<file path="src/rtl/product_acc_pkg.sv">
// product_acc_pkg: shared types and width helpers for the product accumulator.
// Holds the group FSM state type and the term-count width helper used by the top.

package product_acc_pkg;

  // Group FSM states.
  typedef enum logic {
    ACCUM = 1'b0,
    HOLD  = 1'b1
  } acc_state_e;

  // Default geometry of the accumulator stage.
  localparam int DEF_MUL_WIDTH = 16;
  localparam int DEF_DOT_LEN   = 4;
  localparam int DEF_ACC_WIDTH = 40;

  // Bits needed to hold a term count in the range 0..dot_len inclusive.
  function automatic int count_width(input int dot_len);
    return $clog2(dot_len + 1);
  endfunction

endpackage

</file>
<file path="src/rtl/product_accumulator_adder.sv">
// acc_adder: combinational accumulate step for the product accumulator.
// Sign-extends one product term, adds it to the running sum and flags signed
// overflow of that add. With PRODUCT_ACC_SATURATE_EN defined, an overflowing
// sum clamps to the signed max/min of ACC_WIDTH; otherwise it wraps.

module acc_adder #(
  parameter int MUL_WIDTH = 16,
  parameter int ACC_WIDTH = 40
) (
  input  logic [ACC_WIDTH-1:0]   acc,
  input  logic [2*MUL_WIDTH-1:0] term,
  output logic [ACC_WIDTH-1:0]   sum,
  output logic                   overflow
);

  localparam int PW = 2 * MUL_WIDTH;
  // One guard bit above the accumulator exposes the true sign of the sum.
  localparam int XW = ACC_WIDTH + 1;

`ifdef PRODUCT_ACC_SATURATE_EN
  localparam logic [ACC_WIDTH-1:0] ACC_MAX = {1'b0, {(ACC_WIDTH-1){1'b1}}};
  localparam logic [ACC_WIDTH-1:0] ACC_MIN = {1'b1, {(ACC_WIDTH-1){1'b0}}};
`endif

  logic [XW-1:0] acc_x;
  logic [XW-1:0] term_x;
  logic [XW-1:0] sum_x;

  // Widen both operands, add, and detect overflow as guard bit != result sign.
  always_comb begin
    acc_x    = {acc[ACC_WIDTH-1], acc};
    term_x   = {{(XW-PW){term[PW-1]}}, term};
    sum_x    = acc_x + term_x;
    overflow = sum_x[XW-1] ^ sum_x[XW-2];
`ifdef PRODUCT_ACC_SATURATE_EN
    // The guard bit carries the sign of the true sum, picking the clamp side.
    if (overflow) begin
      sum = sum_x[XW-1] ? ACC_MIN : ACC_MAX;
    end else begin
      sum = sum_x[ACC_WIDTH-1:0];
    end
`else
    sum = sum_x[ACC_WIDTH-1:0];
`endif
  end

endmodule

</file>
<file path="src/rtl/product_accumulator.sv">
// product_accumulator: sums groups of up to DOT_LEN signed products into one
// signed dot-product result, presented with its term count and a sticky
// overflow flag over a valid/ready handshake.
// Optional feature macro: PRODUCT_ACC_SATURATE_EN (clamp instead of wrap,
// implemented inside acc_adder).
//
// state | meaning
// ------+--------------------------------------------------------------
// ACCUM | accepting terms; closes the group on DOT_LEN terms or src_last
// HOLD  | result presented on dest_*; waits for dest_ready, no accepts

module product_accumulator
  import product_acc_pkg::*;
#(
  parameter int MUL_WIDTH = DEF_MUL_WIDTH,
  parameter int DOT_LEN   = DEF_DOT_LEN,
  parameter int ACC_WIDTH = DEF_ACC_WIDTH
) (
  input  logic                         clk,
  input  logic                         rst,
  input  logic [2*MUL_WIDTH-1:0]       product,
  input  logic                         src_valid,
  input  logic                         src_last,
  output logic                         src_ready,
  output logic [ACC_WIDTH-1:0]         result,
  output logic [$clog2(DOT_LEN+1)-1:0] result_count,
  output logic                         overflow,
  output logic                         dest_valid,
  input  logic                         dest_ready
);

  localparam int CNT_W = count_width(DOT_LEN);

  acc_state_e       state;
  logic [ACC_WIDTH-1:0] acc;
  logic [CNT_W-1:0] count;
  logic             grp_ovf;

  logic [ACC_WIDTH-1:0] add_sum;
  logic             add_ovf;
  logic [CNT_W-1:0] count_inc;
  logic             accept;
  logic             closing;

  acc_adder #(
    .MUL_WIDTH (MUL_WIDTH),
    .ACC_WIDTH (ACC_WIDTH)
  ) u_adder (
    .acc      (acc),
    .term     (product),
    .sum      (add_sum),
    .overflow (add_ovf)
  );

  // Ready only in ACCUM and never while reset is held, so nothing is taken
  // on the reset edge.
  assign src_ready = (state == ACCUM) && !rst;

  // Accept and group-close decode for the current cycle.
  always_comb begin
    accept    = src_valid && src_ready;
    count_inc = count + CNT_W'(1);
    closing   = (count_inc == CNT_W'(DOT_LEN)) || src_last;
  end

  // Group FSM, running sum/count/overflow and registered result fields.
  always_ff @(posedge clk) begin
    if (rst) begin
      state        <= ACCUM;
      acc          <= '0;
      count        <= '0;
      grp_ovf      <= 1'b0;
      result       <= '0;
      result_count <= '0;
      overflow     <= 1'b0;
      dest_valid   <= 1'b0;
    end else begin
      case (state)
        ACCUM: begin
          if (accept) begin
            if (closing) begin
              // A closing term on the DOT_LEN-th slot still closes only once.
              result       <= add_sum;
              result_count <= count_inc;
              overflow     <= grp_ovf | add_ovf;
              dest_valid   <= 1'b1;
              state        <= HOLD;
            end else begin
              acc     <= add_sum;
              count   <= count_inc;
              grp_ovf <= grp_ovf | add_ovf;
            end
          end
        end
        HOLD: begin
          if (dest_ready) begin
            dest_valid <= 1'b0;
            acc        <= '0;
            count      <= '0;
            grp_ovf    <= 1'b0;
            state      <= ACCUM;
          end
        end
        default: begin
          state      <= ACCUM;
          dest_valid <= 1'b0;
        end
      endcase
    end
  end

endmodule

</file>
<file path="config.mk">
export PLATFORM = sky130hd
export DESIGN_NAME = product_accumulator
export DESIGN_NICKNAME = d
export VERILOG_FILES = /design/src/rtl/product_acc_pkg.sv /design/src/rtl/product_accumulator_adder.sv /design/src/rtl/product_accumulator.sv
export SDC_FILE = /design/constraint.sdc
export NUM_CORES = 1
export LEC_CHECK = 0
export CAP_MARGIN = 10
export CELL_PAD_IN_SITES_DETAIL_PLACEMENT = 2
export CELL_PAD_IN_SITES_GLOBAL_PLACEMENT = 2
export CORE_ASPECT_RATIO = 2
export CORE_MARGIN = 8
export CORE_UTILIZATION = 34
export CTS_CLUSTER_DIAMETER = 200
export CTS_CLUSTER_SIZE = 12
export DETAILED_ROUTE_END_ITERATION = 6
export GPL_ROUTABILITY_DRIVEN = 0
export PLACE_DENSITY_LB_ADDON = 0.1
export SYNTH_ARGS = -nofsm -noshare
export SYNTH_HDL_FRONTEND = slang
export SYNTH_SLANG_ARGS = --single-unit
</file>
<file path="constraint.sdc">
create_clock -name clk -period 4.8 [get_ports clk]
set_clock_uncertainty 0.1 [all_clocks]
set_input_delay 0.96 -clock clk [delete_from_list [all_inputs] [get_ports clk]]
set_output_delay 0.96 -clock clk [all_outputs]
set_load 0.005 [all_outputs]
</file>
# Word-level counts from Yosys, hierarchy flattened
# Index checks and enable logic that the tools add are counted.
# W data, S select, Z words.
[op_classes]
eq_ne = 5
add_sub_neg = 2
mux = 19
bitwise_logic = 3
n_reduce_logical = 7
[ops]
columns = ["op", "n"]
rows = [
  ["$mux W40", 3],
  ["$pmux W40 S2", 1],
  ["$add A40 B32 Y41", 1],
  ["$mux W3", 3],
  ["$reduce_and A3 Y1", 3],
  ["$mux W1", 8],
  ["$ne A2 B2 Y1 const B", 4],
  ["$pmux W1 S2", 3],
  ["$pmux W3 S2", 1],
  ["$add A3 B1 Y3 const B", 1],
  ["$eq A3 B3 Y1 const B", 1],
  ["$logic_and A1 B1 Y1", 2],
  ["$logic_not A1 Y1", 1],
  ["$logic_or A1 B1 Y1", 1],
  ["$not A1 Y1", 1],
  ["$or A1 B1 Y1", 1],
  ["$xor A1 B1 Y1", 1],
]
[word_totals]
word_cells = 44
regBits = 90
in_bits = 37

# Longest topological paths before layout
# Gate-level depths: netlist (run 1).
[logic_depth]
word_depth = 6
mapped_depth = 13
ltp_nobuf = 13

# By module
# From an unflattened synthesis (run 1), not the netlist that was laid out.
[unflattened]
hier_cells = 685
hier_area_um2 = 5355.1
[modules_own_cells]
columns = ["module", "area_each_um2", "seq_area_each_um2", "n_inst", "cells_per_inst"]
rows = [
  ["product_accumulator", 3367.0, 1801.7, 1, 410],
  ["acc_adder", 1988.2, 0.0, 1, 275],
]

# Worst setup path before layout (run 1)
# Ideal clock, no wire load.
[synth_path]
kind = "input port to flip-flop"
from = "input port product[0]"
to = "register result[24]"
arrival_time_ps = 3111
required_ps = 4630
path_slack_ps = 1519
stages = 13
path_cell_list = "ha_1 > inv_1 > fa_1 > nand2b_1 > a21oi_1 > o211ai_2 > nand2_1 > a31oi_2 > o31a_1 > o31ai_1 > xor2_1 > nand2_1 > a21oi_1"
[synth_between]
elab_chain_len = 1
[synth_lines]
columns = ["item", "line_no", "source"]
rows = [
  ["start: declaration", "product_accumulator.sv:21", "input logic [2*MUL_WIDTH-1:0] product,"],
  ["$add A40 B32 Y41", "product_accumulator_adder.sv:33", "sum_x = acc_x + term_x;"],
  ["end signal: assignment", "product_accumulator.sv:83", "result <= add_sum;"],
  ["end: declaration", "product_accumulator.sv:25", "output logic [ACC_WIDTH-1:0] result,"],
]
# No other way between the ends.
# A chain may end at the register's enable or synchronous reset.

# Worst setup path in the final report (run 1)
[layout_path]
from = "input port product[20]"
to = "register acc[37]"
[layout_between]
elab_chain_len = 4
[layout_lines]
columns = ["item", "line_no", "source"]
rows = [
  ["$add A40 B32 Y41", "product_accumulator_adder.sv:33", ""],
  ["$mux W40", "product_accumulator.sv:81", "if (closing) begin"],
  ["$mux W40", "product_accumulator.sv:80", "if (accept) begin"],
  ["$pmux W40 S2", "product_accumulator.sv:78", "case (state)"],
  ["end signal: assignment", "product_accumulator.sv:89", "acc <= add_sum;"],
  ["end: declaration", "product_accumulator.sv:35", "logic [ACC_WIDTH-1:0] acc;"],
]
# No other way between the ends. The select of a mux whose other input is x is not followed.

==> results of run 1 <==
[power by group through the flow]
stage / combinational, uW / clock [uW] / sequential [uW]
global route: 422 / 734 / 800
CTS: 389 / 713 / 797
global placement: 373 / 0 / 812
floorplan: 243 / 0 / 811
detailed placement: 385 / 0 / 815
finish: 383 / 692 / 797
[final cells by class]
class                   instances  area share (%)
well taps                     201            3.81
clock inverters                 7           0.777
repair buffers                 87            12.9
clock buffers                   9            3.41
multi-input cells             550            51.1
flip-flops and latches         90            27.3
inverters                      11           0.626
[per-layer routing]
metal  GRT usage (%)  vias to the layer above  wire length, um
met1            18.6                     2597             7250
li1                -                     2565                -
met3            2.72                       29              524
met2            37.4                       77            10800
met4            8.04                        0              483
met5               0                        -                0
[registers in the layout (all words and copies together), names as in the netlist]
name and flops:
dest_valid 1, grp_ovf 1, state 1, acc 40, result 40, count 3, overflow 1, result_count 3
[critical path: stages]
cell and delay [ns]:
sky130_fd_sc_hd__clkdlybuf4s50_1 0.40, sky130_fd_sc_hd__ha_1 0.41, sky130_fd_sc_hd__a21oi_1 0.29, sky130_fd_sc_hd__o21ai_0 0.20, sky130_fd_sc_hd__a221oi_1 0.57, sky130_fd_sc_hd__and3_1 0.25
sky130_fd_sc_hd__a21bo_2 0.20, sky130_fd_sc_hd__o41ai_2 0.13, sky130_fd_sc_hd__or4b_1 0.48, sky130_fd_sc_hd__a31oi_1 0.17
[layout by cell type (no fill, tap or decap), types with 2 or more instances in the layout]
cell / count
sky130_fd_sc_hd__clkdlybuf4s50_1: 81
sky130_fd_sc_hd__a21o_1: 18
sky130_fd_sc_hd__o211ai_1: 2
sky130_fd_sc_hd__nor3_1: 4
sky130_fd_sc_hd__o21a_1: 6
sky130_fd_sc_hd__a211o_1: 2
sky130_fd_sc_hd__buf_4: 5
sky130_fd_sc_hd__o21ai_1: 7
sky130_fd_sc_hd__nand4b_1: 3
sky130_fd_sc_hd__inv_1: 11
sky130_fd_sc_hd__or2_2: 2
sky130_fd_sc_hd__a21o_2: 3
sky130_fd_sc_hd__nand2_1: 138
sky130_fd_sc_hd__dfxtp_1: 90
sky130_fd_sc_hd__xnor2_1: 22
sky130_fd_sc_hd__inv_6: 3
sky130_fd_sc_hd__clkbuf_16: 9
sky130_fd_sc_hd__a221oi_2: 3
sky130_fd_sc_hd__clkinvlp_4: 2
sky130_fd_sc_hd__nand2b_1: 5
sky130_fd_sc_hd__nand4_1: 12
sky130_fd_sc_hd__o21ai_0: 15
sky130_fd_sc_hd__a31oi_1: 12
sky130_fd_sc_hd__a21oi_1: 111
sky130_fd_sc_hd__clkinv_2: 2
sky130_fd_sc_hd__ha_1: 42
sky130_fd_sc_hd__o21bai_1: 8
sky130_fd_sc_hd__nor3b_1: 3
sky130_fd_sc_hd__nor2_1: 31
sky130_fd_sc_hd__a211oi_1: 9
sky130_fd_sc_hd__nand3b_1: 4
sky130_fd_sc_hd__xor2_1: 16
sky130_fd_sc_hd__and3_1: 3
sky130_fd_sc_hd__nand3_1: 42
[per-stage QoR]
stage          hold slack [ns]  std cells
3_3_place_gp             0.342        939
6_report                 0.361        955
4_1_cts                  0.364        955
5_1_grt                  0.391        955
3_5_place_dp             0.354        939
2_1_floorplan            0.352        699
[cell families (layout without fill, tap and decap cells)]
group / after synthesis / count (layout) / synth area share [%]
xor gates and xnor gates: 38 / 38 / 6.11
AOI/OAI and AO/OA: 211 / 211 / 24.2
muxes: 1 / 1 / 0.207
adders and majority gates: 43 / 43 / 10.0
buffers and inverters: 59 / 114 / 5.10
and+or+nand+nor: 257 / 257 / 21.2
DFF: 90 / 90 / 33.1
[how the worst max path moves through the flow]
stage | start | endpoint | cells past startpoint
floorplan | product[0] | result[24] | 13
finish | product[20] | acc[37] | 10
global route | product[0] | acc[24] | 14
CTS | product[20] | overflow | 11
global placement | product[7] | result[28] | 12
detailed placement | product[0] | acc[24] | 14
[synthesized netlist by cell type (all sizes together), types with 2 or more instances]
cell type	instances	area share [%]
a211o	2	0.32
a211oi	10	1.5
a21o	21	3.0
a21oi	111	10
a221oi	4	0.99
a31oi	13	1.6
and3	4	0.46
and4	2	0.34
buf	14	1.7
clkbuf	33	2.5
dfxtp	90	33
ha	42	9.7
inv	11	0.76
nand2	138	9.5
nand2b	5	0.57
nand3	43	4.0
nand3b	4	0.55
nand4	12	1.4
nand4b	3	0.48
nor2	32	2.3
nor3	4	0.37
nor3b	3	0.41
o211ai	3	0.51
o21a	6	0.83
o21ai	22	2.0
o21bai	8	1.1
or2	2	0.23
xnor2	22	3.5
xor2	16	2.6
==> results.ini, run 1 <==
[timing]
final_hold_fails=0
final_max_slew_viol_count=0
report.final.setup_viol=0
unrepaired_setup_endpoints_after_global_routing=no
max_freq_mhz=257
final_min_period_over_clock_period_pct=80.9
tightestPinTransition_ns=0.987
slew_headroom_pct=34.0
time_the_worst_path_needs_with_i_o_delays_and_setup_ns=3.88
setup-tns-final_ns=0
final.setup.worst_slack_ns=0.916

[power_and_ir_drop]
seq_power_share_pct=42.6
power_density_cells_mw_per_mm2=284
combPwrFrac_pct=20.5
switchingPower_uw=579
share_clk_of_total_power_pct=37.0
power_uw=1870
p_sw_share_pct=30.9
cellLeakagePower_uw=0.00259
vdd.ir_drop.worst_mv=0.169
power_internal_uw=1290

[synthesis]
syn_inst=699
mapped_nets=779
mappedNetlistArea_sq_mm=0.00544
ys_warn_count=0
netlist-cell-type-count=60
seq_area_frac_synth_pct=33.1
synth_flop_cell=sky130_fd_sc_hd__dfxtp_1
ys_async_sr_fraction_pct=0
synth.avg_cell_area_sq_um=7.79
synth-seq-cells=90
number_of_enable_type_register_cells_in_the_synthesized_netlist=0

[cts]
worstSkewPairLatency_ns=0.36
cts_post_setup_buffers_inserted=0
tritoncts=built
cts.root.buffer_cell=sky130_fd_sc_hd__clkbuf_16
numCtsBuffers=9
cts.reportedPaths.clkPinSlew_ns=0.07
cts_hold_buf=0
clk_path_buf_depth=2
cts_num_sinks=90
ctsHtreeMaxLevel=3
total_of_cells_resized_after_clock_tree_synthesis=0

[run]
max_cap_violation_count=0

[worst_hold_path]
worstHoldPathCells=2
hold_class=register to register
hp-start=result[35]
min_to=result[35]

[run_status]
outcome=completed

[detailed_routing]
drt_pass1_iterations=4
finalWirelength_um=19100
drc=0
detailroute.via_count=5268
drtAntennaViolNets=0
post_drt_wl_per_cell_um=20.0
drt_iter0_markers=109
viasPerCell=5.52

[setup_path]
timing.setup.critical_path_class=input pin to register
crit_path_max_fanout=6
crit_required_ns=4.98
worst-r2r-cell-count=9
endpoint_kind=register
critical_path.startpoint_type=input pin
worstReg2RegStart=acc[20]
timing.rr.end=acc[37]
crit_arrival_ns=4.06
setup.reg_to_reg.worst_slack_ns=1.63

[finish]
diodes_inserted=0
multiInputGateArea_sq_mm=0.00337
design.final.nets=829
finalInstanceArea_sq_mm=0.00660
fraction_of_final_layout_cells_sized_beyond_drive_strength_1_pct=5.57
layout.area.seq_sq_mm=0.00180
n_fill_cell=1787
finalCoreUtilization_pct=42.0
area.growth.synth_to_final_pct=21.2

[global_routing]
antenna_found_initial=0
grt_pass1_vias=6021
grt_start_max_net_pins=91
track_usage_pct=18.9
wire_length_of_the_first_global_routing_pass_um=31300
global_route.overflow_total=0

[die]
die_area_sq_mm=0.0206
start_util_pct=34.7
boundaryPins=83
core-area_sq_mm=0.0157
die_width_um=105
die-height_um=195
core.rowCount=65

[place]
preCtsSetupSlack_ns=0.574
port-buffer-count=82
dp_hpwl_um=14200
postPlaceCellArea_sq_mm=0.00632

(Power assumes the default switching activity.)
==> run 2, diff against run 1 <==
--- a/config.mk
+++ b/config.mk
@@ -10,7 +10,7 @@
 export CELL_PAD_IN_SITES_GLOBAL_PLACEMENT = 2
 export CORE_ASPECT_RATIO = 2
 export CORE_MARGIN = 8
-export CORE_UTILIZATION = 34
+export CORE_UTILIZATION = 29
 export CTS_CLUSTER_DIAMETER = 200
 export CTS_CLUSTER_SIZE = 12
 export DETAILED_ROUTE_END_ITERATION = 6
==> constraint.sdc (replaced) <==
create_clock -name clk -period 3.4 [get_ports clk]
set_clock_uncertainty 0.1 [all_clocks]
set_input_delay 0.68 -clock clk [delete_from_list [all_inputs] [get_ports clk]]
set_output_delay 0.68 -clock clk [all_outputs]
set_load 0.005 [all_outputs]
==> run 2 against run 1 <==
Core utilization decreased by 0.82 points; sequential power up 41%; worst setup slack got worse by 0.84 ns; first-iteration DRC count up 22%; critical path depth grew 1; sequential cell count unchanged; worst hold slack lost 0.0055 ns; total power grew 49%; global-route usage down 1.0 points; final cell count up 13%; combinational power increased by 77%.
==> results.ini, run 2 (same netlist as run 1, synthesis figures left out) <==
[run_status]
outcome=completed  ; unchanged

[finish]
fraction_of_final_layout_cells_sized_beyond_drive_strength_1_pct=20.4  ; was 5.57%
diodes_inserted=0  ; unchanged
design.final.nets=933  ; was 829
mostFrequentLayoutCell=sky130_fd_sc_hd__nand2_1  ; unchanged
area.growth.synth_to_final_pct=40.6  ; was 21.2%
layout_common_cells=sky130_fd_sc_hd__nand2_1 (137), sky130_fd_sc_hd__buf_4 (106), sky130_fd_sc_hd__a21oi_1 (100), sky130_fd_sc_hd__dfxtp_1 (90), sky130_fd_sc_hd__clkdlybuf4s50_1 (78)  ; was sky130_fd_sc_hd__nand2_1 (138), sky130_fd_sc_hd__a21oi_1 (111), sky130_fd_sc_hd__dfxtp_1 (90), sky130_fd_sc_hd__clkdlybuf4s50_1 (81)
layout_top_registers=acc x40, result x40  ; unchanged
finalInstanceArea_sq_mm=0.00765  ; was 0.00660 sq mm

[run]
max_cap_violation_count=0  ; unchanged

[cts]
clk_path_buf_depth=2  ; unchanged
ctsHtreeMaxLevel=3  ; unchanged
cts.reportedPaths.clkPinSlew_ns=0.07  ; about the same
cts.root.buffer_cell=sky130_fd_sc_hd__clkbuf_16  ; unchanged
numCtsBuffers=9  ; unchanged
cts_num_sinks=90  ; unchanged
cts_hold_buf=0  ; unchanged
worstSkewPairLatency_ns=0.35  ; was 0.36 ns
tritoncts=built  ; unchanged

[detailed_routing]
post_drt_wl_per_cell_um=19.3  ; was 20.0 um
drtAntennaViolNets=0  ; unchanged
drt_iter0_markers=133  ; was 109
detailroute.via_count=5670  ; was 5,268
finalWirelength_um=20800  ; was 19,100 um
drt_pass1_iterations=6  ; was 4
drc=0  ; unchanged
viasPerCell=5.27  ; was 5.52

[power_and_ir_drop]
p_sw_share_pct=30.1  ; was 30.9%
vdd.ir_drop.worst_mv=0.217  ; was 0.169 mV
seq_power_share_pct=40.2  ; was 42.6%
switchingPower_uw=843  ; was 579 uW
cellLeakagePower_uw=0.00319  ; was 0.00259 uW
power_uw=2790  ; was 1870 uW
combPwrFrac_pct=24.3  ; was 20.5%
share_clk_of_total_power_pct=35.5  ; was 37.0%
power_density_cells_mw_per_mm2=365  ; was 284 mW/mm^2
power_internal_uw=1950  ; was 1290 uW

[setup_path]
crit_path_max_fanout=4  ; was 6
timing.setup.critical_path_class=input pin to register  ; unchanged
critical_path.startpoint=product[22]  ; was product[20]
crit_required_ns=3.48  ; was 4.98 ns
crit_arrival_ns=3.41  ; was 4.06 ns
worstReg2RegStart=acc[0]  ; was acc[20]
critical_path.startpoint_type=input pin  ; unchanged
endpoint_kind=register  ; unchanged

[die]
core-area_sq_mm=0.0186  ; was 0.0157 sq mm
core.rowCount=71  ; was 65
die-height_um=210  ; was 195 um
die_width_um=113  ; was 105 um
die_area_sq_mm=0.0237  ; was 0.0206 sq mm
start_util_pct=29.3  ; was 34.7%
boundaryPins=83  ; unchanged

[global_routing]
wire_length_of_the_first_global_routing_pass_um=33900  ; was 31,300 um
global_route.overflow_total=0  ; unchanged
grt_pass1_vias=6415  ; was 6,021
grt_start_max_net_pins=91  ; unchanged
track_usage_pct=17.9  ; was 18.9%
antenna_found_initial=0  ; unchanged

[timing]
final.setup.worst_slack_ns=0.0750  ; was 0.916 ns
final_min_period_over_clock_period_pct=97.8
time_the_worst_path_needs_with_i_o_delays_and_setup_ns=3.33
setup-tns-final_ns=0  ; unchanged
max_freq_mhz=301
final_hold_fails=0  ; unchanged
report.final.setup_viol=0  ; unchanged
tightestPinTransition_ns=0.998  ; was 0.987 ns
final_max_slew_viol_count=0  ; unchanged
slew_headroom_pct=33.4  ; was 34.0%

[worst_hold_path]
hold_class=register to register  ; unchanged
hp-start=result[8]  ; was result[35]

[place]
dp_hpwl_um=15200  ; was 14,200 um
preCtsSetupSlack_ns=-0.410  ; was 0.574 ns
postPlaceCellArea_sq_mm=0.00713  ; was 0.00632 sq mm
port-buffer-count=82  ; unchanged

run 2: path summary, 6_finish.rpt:
path	depth (start not counted)	slack, ns	to
worst min register to register	2	0.36	result[8]
worst max-delay path	11	0.07	result[37]
worst max register to register	14	0.43	acc[24]
worst min-delay path	2	0.36	result[8]
run 2: per-stage QoR:
stage               hold slack (ns)  cells  util, %
finish                        0.355   1076     41.2
global placement              0.340   1057     38.4
CTS                           0.361   1072     40.1
detailed placement            0.351   1057     38.4
floorplan                     0.352    699        -
global route                  0.380   1076     41.2
run 2: layer usage:
layer | part of all wire [%] | GRT usage, % | up-vias
li1 | - | - | 2765
met3 | 2.1 | 2.22 | 26
met5 | 0 | 0 | -
met4 | 2.1 | 6.98 | 0
met2 | 52 | 32.3 | 75
met1 | 43 | 20.8 | 2804
run 2: cell type report:
| type | instances | area [sq um] |
|---|---|---|
| Tap cell | 219 | 274 |
| Multi-Input combinational cell | 550 | 3580 |
| Fill cell | 2125 | 10900 |
| Sequential cell | 90 | 1800 |
| Clock buffer | 11 | 253 |
| Inverter | 11 | 41.3 |
| Clock inverter | 4 | 26.3 |
| Timing Repair Buffer | 191 | 1680 |
run 2: worst max-delay path: stages:
cell                              delay, ns
sky130_fd_sc_hd__clkdlybuf4s50_1       0.41
sky130_fd_sc_hd__ha_1                  0.35
sky130_fd_sc_hd__nand4_1               0.27
sky130_fd_sc_hd__nor4_1                0.43
sky130_fd_sc_hd__a21oi_1               0.12
sky130_fd_sc_hd__buf_4                 0.16
sky130_fd_sc_hd__a21bo_2               0.23
sky130_fd_sc_hd__o41ai_4               0.40
sky130_fd_sc_hd__nor4b_1               0.10
sky130_fd_sc_hd__a21oi_1               0.14
sky130_fd_sc_hd__a41oi_1               0.11
run 2: repair_timing:
action,in CTS,in global routing
endpoints found under the setup margin,4,35
pin swaps,0,23
gates resized for setup,4,39
setup buffers,0,4
hold endpoints to repair,0,0
gates cloned,0,0
run 2: power groups by stage:
stage	logic (uW)	clock network, uW	registers, uW
finish	679	991	1120
CTS	662	1040	1130
global route	745	1070	1130
floorplan	343	0	1140
detailed placement	651	0	1150
global placement	632	0	1150
==> run 3, diff against run 2 <==
--- a/config.mk
+++ b/config.mk
@@ -10,10 +10,11 @@
 export CELL_PAD_IN_SITES_GLOBAL_PLACEMENT = 2
 export CORE_ASPECT_RATIO = 2
 export CORE_MARGIN = 8
-export CORE_UTILIZATION = 29
+export CORE_UTILIZATION = 34
 export CTS_CLUSTER_DIAMETER = 200
 export CTS_CLUSTER_SIZE = 12
 export DETAILED_ROUTE_END_ITERATION = 6
+export DONT_BUFFER_PORTS = 1
 export GPL_ROUTABILITY_DRIVEN = 0
 export PLACE_DENSITY_LB_ADDON = 0.1
 export SYNTH_ARGS = -nofsm -noshare
==> run 3 against run 2 <==
Global-route usage up 1.1 points; routed wire length is 7.7% lower; combinational power is 33% lower; highest routed layer unchanged; largest cell class unchanged; critical path depth is 2 higher.
==> results.ini, run 3 (same netlist as run 1, synthesis figures left out) <==
[place]
dp_hpwl_um=14600  ; was 15,200 um
postPlaceCellArea_sq_mm=0.00566  ; was 0.00713 sq mm
port-buffer-count=0  ; was 82

[detailed_routing]
drtAntennaViolNets=0  ; unchanged
post_drt_wl_per_cell_um=21.5  ; was 19.3 um
detailroute.via_count=5064  ; was 5,670
drt_iter0_markers=76  ; was 133
viasPerCell=5.66  ; was 5.27
drt_pass1_iterations=4  ; was 6
drc=0  ; unchanged
finalWirelength_um=19200  ; was 20,800 um

[setup_path]
worst-r2r-cell-count=13  ; was 14
critical_path.startpoint_type=register  ; was input pin
timing.setup.critical_path_class=register to register  ; was input pin to register
cp-endpoint=acc[24]  ; was result[37]
worstReg2RegStart=acc[0]  ; unchanged
critical_path.startpoint=acc[0]  ; was product[22]
crit_required_ns=3.58  ; was 3.48 ns
crit_arrival_ns=3.25  ; was 3.41 ns
crit_path_max_fanout=3  ; was 4
setup.reg_to_reg.worst_slack_ns=0.32  ; was 0.43 ns
timing.rr.end=acc[24]  ; unchanged
endpoint_kind=register  ; unchanged

[cts]
cts_num_sinks=90  ; unchanged
worstSkewPairLatency_ns=0.35  ; about the same
cts.reportedPaths.clkPinSlew_ns=0.07  ; about the same
total_of_cells_resized_after_clock_tree_synthesis=0  ; was 4
tritoncts=built  ; unchanged
cts_hold_buf=0  ; unchanged
ctsHtreeMaxLevel=3  ; unchanged
numCtsBuffers=9  ; unchanged
cts.root.buffer_cell=sky130_fd_sc_hd__clkbuf_16  ; unchanged
clk_path_buf_depth=2  ; unchanged
cts_post_setup_buffers_inserted=0  ; unchanged

[die]
boundaryPins=83  ; unchanged
core-area_sq_mm=0.0157  ; was 0.0186 sq mm
die-height_um=195  ; was 210 um
core.rowCount=65  ; was 71
start_util_pct=34.7  ; was 29.3%
die_area_sq_mm=0.0206  ; was 0.0237 sq mm
die_width_um=105  ; was 113 um

[global_routing]
grt_pass1_vias=5731  ; was 6,415
grt_start_max_net_pins=92  ; was 91
global_route.overflow_total=0  ; unchanged
track_usage_pct=19.0  ; was 17.9%
wire_length_of_the_first_global_routing_pass_um=31000  ; was 33,900 um
antenna_found_initial=0  ; unchanged

[timing]
slew_headroom_pct=56.9  ; was 33.4%
hold_slack_ns=0.294  ; was 0.355 ns
max_freq_mhz=325  ; was 301 MHz
tightestPinTransition_ns=0.647  ; was 0.998 ns
time_the_worst_path_needs_with_i_o_delays_and_setup_ns=3.08  ; was 3.33 ns
report.final.setup_viol=0  ; unchanged
final_min_period_over_clock_period_pct=90.4  ; was 97.8%
unrepaired_setup_endpoints_after_global_routing=no
final_max_slew_viol_count=0  ; unchanged
final_hold_fails=0  ; unchanged

[finish]
finalInstanceArea_sq_mm=0.00595  ; was 0.00765 sq mm
multiInputGateArea_sq_mm=0.00337  ; was 0.00358 sq mm
layout.area.seq_sq_mm=0.00180  ; unchanged
fraction_of_final_layout_cells_sized_beyond_drive_strength_1_pct=8.80  ; was 20.4%
area.growth.synth_to_final_pct=9.33  ; was 40.6%
layout_top_registers=acc x40, result x40  ; unchanged
diodes_inserted=0  ; unchanged
mostFrequentLayoutCell=sky130_fd_sc_hd__nand2_1  ; unchanged
n_fill_cell=1871  ; was 2,125
design.final.nets=768  ; was 933
layout_common_cells=sky130_fd_sc_hd__nand2_1 (138), sky130_fd_sc_hd__a21oi_1 (111), sky130_fd_sc_hd__dfxtp_1 (90), sky130_fd_sc_hd__nand3_1 (42), sky130_fd_sc_hd__ha_1 (42)  ; was sky130_fd_sc_hd__nand2_1 (137), sky130_fd_sc_hd__buf_4 (106), sky130_fd_sc_hd__a21oi_1 (100), sky130_fd_sc_hd__dfxtp_1 (90), sky130_fd_sc_hd__clkdlybuf4s50_1 (78)

[power_and_ir_drop]
p_sw_share_pct=30.5  ; was 30.1%
combPwrFrac_pct=17.6  ; was 24.3%
power_density_cells_mw_per_mm2=433  ; was 365 mW/mm^2
share_clk_of_total_power_pct=38.6  ; was 35.5%
seq_power_share_pct=43.9  ; was 40.2%
power_internal_uw=1790  ; was 1950 uW
vdd.ir_drop.worst_mv=0.225  ; was 0.217 mV
switchingPower_uw=787  ; was 843 uW
cellLeakagePower_uw=0.00239  ; was 0.00319 uW

[worst_hold_path]
hold_class=input pin to register  ; was register to register

[run_status]
outcome=completed  ; unchanged

[run]
max_cap_violation_count=0  ; unchanged

run 3: cell count changes in the layout (fill, tap and decap cells not counted), moves of 3 or more:
cell                              delta
sky130_fd_sc_hd__a21oi_1            +11
sky130_fd_sc_hd__a21oi_2            -10
sky130_fd_sc_hd__buf_12              -3
sky130_fd_sc_hd__buf_4              -80
sky130_fd_sc_hd__clkdlybuf4s50_1    -78
sky130_fd_sc_hd__dlymetal6s2s_1      -3
sky130_fd_sc_hd__ha_1                +6
sky130_fd_sc_hd__ha_2                -4
sky130_fd_sc_hd__o21ai_0             +3
run 3: worst min-delay path by stage:
stage	startpoint	end	slack (ns)	cells after the start
after floorplan	acc[0]	acc[0]	0.35	2
after CTS	rst	overflow	0.28	1
after detailed placement	acc[29]	acc[29]	0.36	2
final	rst	result[22]	0.29	1
after global routing	rst	overflow	0.28	1
after global placement	acc[10]	acc[10]	0.35	2
run 3: final cells by class:
type,instances,share of cell area [%]
Multi-Input combinational cell,550,56.7
Sequential cell,90,30.3
Tap cell,201,4.23
Clock buffer,10,4.02
Timing Repair Buffer,26,3.28
Clock inverter,6,0.820
Inverter,11,0.694
run 3: critical path: stages (launching register included):
cell and delay, ns:
sky130_fd_sc_hd__dfxtp_1 0.34, sky130_fd_sc_hd__ha_1 0.17, sky130_fd_sc_hd__inv_1 0.05, sky130_fd_sc_hd__fa_1 0.40, sky130_fd_sc_hd__nand2b_1 0.18, sky130_fd_sc_hd__a21oi_1 0.23, sky130_fd_sc_hd__o211ai_2 0.16, sky130_fd_sc_hd__nand2_1 0.15
sky130_fd_sc_hd__a31oi_2 0.15, sky130_fd_sc_hd__o31a_1 0.32, sky130_fd_sc_hd__o31ai_1 0.26, sky130_fd_sc_hd__xor2_1 0.23, sky130_fd_sc_hd__nand2_1 0.09, sky130_fd_sc_hd__a21oi_1 0.17
run 3: power by group through the flow:
stage               Combinational [uW]  Sequential [uW]  Clock (uW)
floorplan                          343             1140           0
global placement                   435             1160           0
detailed placement                 455             1160           0
CTS                                460             1130        1030
global route                       502             1140        1060
finish                             453             1130         994
run 3: stage by stage:
stage               utilization (%)  worst slack (ns)   TNS, ns  cells  total power [uW]
floorplan                         -             0.399         0    699              1490
global placement               36.1            0.0366         0    878              1590
detailed placement             36.1          -0.00177  -0.00177    878              1610
CTS                            37.9             0.316         0    894              2620
global route                   37.9             0.106         0    894              2700
finish                         37.9             0.325         0    894              2580
run 3: per-layer routing:
layer | vias to the layer above | routed length (um) | track usage (%)
met4 | 0 | 518 | 8.25
met1 | 2501 | 7000 | 17.8
met3 | 28 | 814 | 4.01
met5 | - | 0 | 0
met2 | 89 | 10900 | 37.4
li1 | 2446 | - | -
